## config.mk

```make
export PLATFORM = sky130hd
export DESIGN_NAME = demux_dispatch_ctrl
export DESIGN_NICKNAME = d
export VERILOG_FILES = /design/src/rtl/demux_ctrl_pkg.sv /design/src/rtl/rr_pick4.sv /design/src/rtl/demux_dispatch_ctrl.sv
export SDC_FILE = /design/constraint.sdc
export NUM_CORES = 1
export LEC_CHECK = 0
export CAP_MARGIN = 10
export CORE_ASPECT_RATIO = 0.7
export CORE_MARGIN = 2
export CORE_UTILIZATION = 42
export DETAILED_ROUTE_END_ITERATION = 7
export PLACE_DENSITY_LB_ADDON = 0.05
export SYNTH_ARGS = -nofsm -noshare
export SYNTH_HDL_FRONTEND = slang
export SYNTH_SLANG_ARGS = --single-unit
```

## constraint.sdc

```tcl
create_clock -name clk -period 1.58 [get_ports clk]
set_input_delay 0.237 -clock clk [delete_from_list [all_inputs] [get_ports clk]]
set_output_delay 0.237 -clock clk [all_outputs]
set_load 0.01 [all_outputs]
```

## src/rtl/demux_ctrl_pkg.sv

```systemverilog
// demux_ctrl_pkg: shared types and constants for the demux dispatch controller
package demux_ctrl_pkg;
  localparam int NCH = 4;
  typedef logic [1:0] sel_t;
  typedef enum logic {MODE_RR, MODE_FIXED} mode_e;
  typedef enum logic {EMPTY, FULL} state_e;
endpackage

```

## src/rtl/rr_pick4.sv

```systemverilog
// rr_pick4: first enabled channel at or after ptr, searching upward mod 4
module rr_pick4
  import demux_ctrl_pkg::*;
(
  input  logic [3:0] en_mask,
  input  sel_t       ptr,
  output sel_t       pick,
  output logic       pick_ok
);
  logic [7:0] dbl;
  logic [3:0] rot;
  sel_t       off;
  // rotate so bit 0 is the channel at ptr, then take the lowest set bit
  always_comb begin
    dbl     = {en_mask, en_mask} >> ptr;
    rot     = dbl[3:0];
    off     = rot[0] ? 2'd0 : rot[1] ? 2'd1 : rot[2] ? 2'd2 : 2'd3;
    pick    = ptr + off;
    pick_ok = |en_mask;
  end
endmodule

```

## src/rtl/demux_dispatch_ctrl.sv

```systemverilog
// demux_dispatch_ctrl: one-beat register dispatching a stream to one of four channels
module demux_dispatch_ctrl
  import demux_ctrl_pkg::*;
#(
  parameter int DW = 8,
  parameter int CW = 8
) (
  input  logic          clk,
  input  logic          rst_n,
  input  logic          mode,
  input  logic [1:0]    sel_cfg,
  input  logic [3:0]    en_mask,
  input  logic          cnt_clr,
  input  logic          in_valid,
  input  logic [DW-1:0] in_data,
  output logic          in_ready,
  output logic [3:0]    out_valid,
  input  logic [3:0]    out_ready,
  output logic [DW-1:0] out_data,
  output logic [1:0]    sel,
  output logic [CW-1:0] cnt0,
  output logic [CW-1:0] cnt1,
  output logic [CW-1:0] cnt2,
  output logic [CW-1:0] cnt3
);
  state_e        state_q, state_d;
  logic [DW-1:0] data_q, data_d;
  sel_t          sel_q, sel_d, ptr_q, ptr_d;
  logic [CW-1:0] cnt_q [NCH];
  logic [CW-1:0] cnt_d [NCH];
  sel_t          rr_k, k;
  logic          rr_ok, pick_ok, out_xfer, acc;

  rr_pick4 u_pick (.en_mask(en_mask), .ptr(ptr_q), .pick(rr_k), .pick_ok(rr_ok));

  // destination choice, handshakes and next-state for every register
  always_comb begin
    k         = (mode == MODE_FIXED) ? sel_cfg : rr_k;
    pick_ok   = (mode == MODE_FIXED) ? en_mask[sel_cfg] : rr_ok;
    out_xfer  = (state_q == FULL) && out_ready[sel_q];
    in_ready  = pick_ok && ((state_q == EMPTY) || out_xfer);
    acc       = in_valid && in_ready;
    state_d   = acc ? FULL : out_xfer ? EMPTY : state_q;
    data_d    = acc ? in_data : data_q;
    sel_d     = acc ? k : sel_q;
    ptr_d     = (acc && mode == MODE_RR) ? sel_t'(k + 2'd1) : ptr_q;
    out_valid = (state_q == FULL) ? (4'b0001 << sel_q) : 4'b0000;
    for (int i = 0; i < NCH; i++)
      cnt_d[i] = cnt_clr ? '0 : (out_xfer && sel_q == sel_t'(i)) ? cnt_q[i] + CW'(1) : cnt_q[i];
  end

  // state, held beat, round-robin pointer and counters
  always_ff @(posedge clk or negedge rst_n) begin
    if (!rst_n) begin
      state_q <= EMPTY;
      data_q  <= '0;
      sel_q   <= '0;
      ptr_q   <= '0;
      for (int i = 0; i < NCH; i++) cnt_q[i] <= '0;
    end else begin
      state_q <= state_d;
      data_q  <= data_d;
      sel_q   <= sel_d;
      ptr_q   <= ptr_d;
      for (int i = 0; i < NCH; i++) cnt_q[i] <= cnt_d[i];
    end
  end

  assign out_data = data_q;
  assign sel      = sel_q;
  assign cnt0     = cnt_q[0];
  assign cnt1     = cnt_q[1];
  assign cnt2     = cnt_q[2];
  assign cnt3     = cnt_q[3];
endmodule

```

==> flow_metrics.tcl <==
set metrics [dict create \
    start_util 0.437 \
    wl_per_cell_um 13.5 \
    powerDensity_nw_per_um2 1180 \
    setup_ws_ps -207 \
    crit_path_end_kind "register" \
    syn_to_final_growth_pct 55.9 \
    drt_first_pass_iters 4 \
    antenna_found_initial 0 \
    critPathKind "register to register" \
    avgSynthCellArea_sq_um 10.6 \
    rows 22 \
    drive_above_1_share 0.315 \
    yosys-top-cells-count "45 x dfrtp_1, 32 x nor2_1, 19 x xor2_1" \
    antenna_left 0 \
    tightest_slew_ps 339 \
    final_max_slew_viol_count 0 \
    placed_cell_area_sq_um 3250 \
    cap_violations 0 \
    async_flop_share 1.00 \
    critPathArrivalTime_ps 1970 \
    grt.total_usage 0.180 \
    dp_hpwl_mm 3.81 \
    yosys.area.top_type "dfrtp_1" \
    yosysUniqueCellTypes 40 \
    synth-edff-count 0 \
    power_mw 4.23 \
    power_leakage_nw 1.63 \
    setup_viol 19 \
    fin_area_sq_um 3580 \
    grt_max_degree 33 \
    numCtsBuffers 5 \
    synth_area_sq_um 2300 \
    worstPathRequired_ps 1760 \
    cts.clk_slew.worst_paths_ps 80 \
    fp.dieH_um 65.9 \
    grt-ovfl-total 0 \
    num_vias 1966 \
    cts_tree "built" \
    nets 351 \
    coreArea_sq_um 5260 \
    clockBufferDepth 2 \
    finalCriticalPeriod_ps 1790 \
    cts.htree.levels 2 \
    synthCells 217 \
    pin_count 70 \
    dieArea_sq_um 6090 \
    clock_latency_ps 300 \
    clock.fmax_mhz 559 \
    avgViaCountPerCell 4.96 \
    status "finished, violations left" \
    hold_class "primary input to async pin" \
    n_antenna_cell 0 \
    clock_skew_ps 6.30 \
    die_x_um 92.4 \
    yosysTopAreaCellShare 0.490 \
    port-buffer-count 69 \
    fin_hold_ws_ps 366 \
    ys_ff_latch 45 \
    yosysSeqAreaShare 0.490 \
    clkSinkCount 45 \
    synth-main-ff-cell "dfrtp_1" \
    root_buffer "clkbuf_8" \
    finalCritPeriodShare 1.13 \
    grt_pass1_vias 1870 \
    grt_pass1_wl_mm 8.70 \
    gp_congestion 0.812 \
    drt_first_iter_violations 63 \
    ys_warn_count 0 \
    vdd_drop_max_uv 576 \
    synth_area_leaders "dfrtp_1 49%, xor2_1 7.2%, nor2_1 5.2%" \
    startpoint_type "register" \
    violations "negative setup slack" \
    path_max_fanout 6 \
    yosysMostFrequentCell "dfrtp_1" \
    remaining_drc_errors 0 \
    totalWireLength_mm 5.35 \
    grt_setup_unrepaired "true" \
    synthesis.nets 245 \
    tns_ps -1590 \
    relSlewSlack 0.771 \
    finalHoldViolCount 0 \
]
## through the flow
stage | worst slack (ps) | std cells | utilization
after CTS | -241 | 389 | 0.655
final | -207 | 396 | 0.682
after global routing | -338 | 396 | 0.682
after global placement | -539 | 375 | 0.619
after detailed placement | -571 | 375 | 0.619
after floorplan | -82.4 | 217 | -
## layer usage
layer	part of all wire	track usage	vias to the layer above	wire length [um]
met5	0	0	-	0
met1	0.49	0.255	951	2640
met3	0.043	0.0433	8	230
met2	0.45	0.283	41	2430
met4	0.0090	0.0392	0	48
li1	-	-	966	-
## what timing repair did
action,in CTS,in global routing
hold buffers,1,0
cloned,0,0
setup endpoints to repair,27,32
endpoints found under the hold margin,12,0
pin swaps,9,16
resized for setup,40,43
setup buffers,5,7
## worst max-delay path, stage by stage (launching register included)
cell and delay (ps):
dfrtp_2 450, inv_2 90, nand2_2 50, a21oi_2 120, nor3_2 40, a21oi_1 120, ha_2 220, nor2b_1 130
a32oi_1 60, o211ai_1 150, xnor2_1 160, mux2i_1 90
## sequential cells by signal, summed over array words and instances (netlist names)
name and flops:
ptr_q 2, state_q 1, sel 2, cnt3 8
cnt1 8, cnt0 8, out_data 8, cnt2 8
## area by class of cell
| type | count | area (sq um) |
|---|---|---|
| Fill cell | 411 | 1670 |
| Clock inverter | 1 | 5.00 |
| Sequential cell | 45 | 1130 |
| Timing Repair Buffer | 109 | 1010 |
| Multi-Input combinational cell | 160 | 1240 |
| Inverter | 2 | 7.51 |
| Clock buffer | 7 | 96.3 |
| Tap cell | 72 | 90.1 |
## cells in the final DEF (no fill, tap or decap), types with 2 or more instances in the layout
master           count
nand3_1              3
nor2b_1              3
nand2_1             11
nor2_1              32
buf_12               2
buf_6                9
nand3_2              4
buf_4               30
a21oi_2              3
dlymetal6s2s_1       2
ha_1                 4
clkbuf_2             3
and3_1               5
mux2i_1              9
and2_4               2
and4_4               4
nor3_2               3
xnor2_1              7
o21ai_1              4
dfrtp_1             38
dfrtp_2              7
clkbuf_8             7
nand4_1              9
dlygate4sd2_1        5
a21o_1               2
clkdlybuf4s50_1     53
or3_1                2
mux2_4               8
a21oi_1              3
buf_2                4
inv_2                2
nor2b_4              2
xor2_1              19
## cells by family (layout without fill, tap and decap cells)
| family | count (synthesis) | in the layout | share of synthesized area |
|---|---|---|---|
| compound gates | 24 | 24 | 0.0735 |
| xor+xnor | 27 | 27 | 0.103 |
| fa+ha+maj | 5 | 5 | 0.0272 |
| buf+inv | 12 | 119 | 0.0283 |
| flops | 45 | 45 | 0.490 |
| mux | 18 | 18 | 0.0860 |
| simple gates | 86 | 86 | 0.192 |
## power by group
part / total (mW) / switching (mW) / internal (mW)
Sequential: 1.50 / 0.159 / 1.34
Combinational: 1.96 / 0.771 / 1.19
Clock: 0.773 / 0.378 / 0.395
## final timing paths
kind | from | endpoint | slack [ps] | cells after the start
min in group clk | mode | ptr_q[0] | 410 | 3
worst min-delay path | rst_n | ptr_q[0] | 370 | 2
worst max-delay path | ptr_q[1] | ptr_q[1] | -210 | 11
worst max register to register | ptr_q[1] | ptr_q[1] | -210 | 11
max in group asynchronous | rst_n | cnt1[0] | 670 | 3
worst min register to register | out_data[7] | out_data[7] | 510 | 1
No activity file was read; power rests on OpenSTA's default activity.
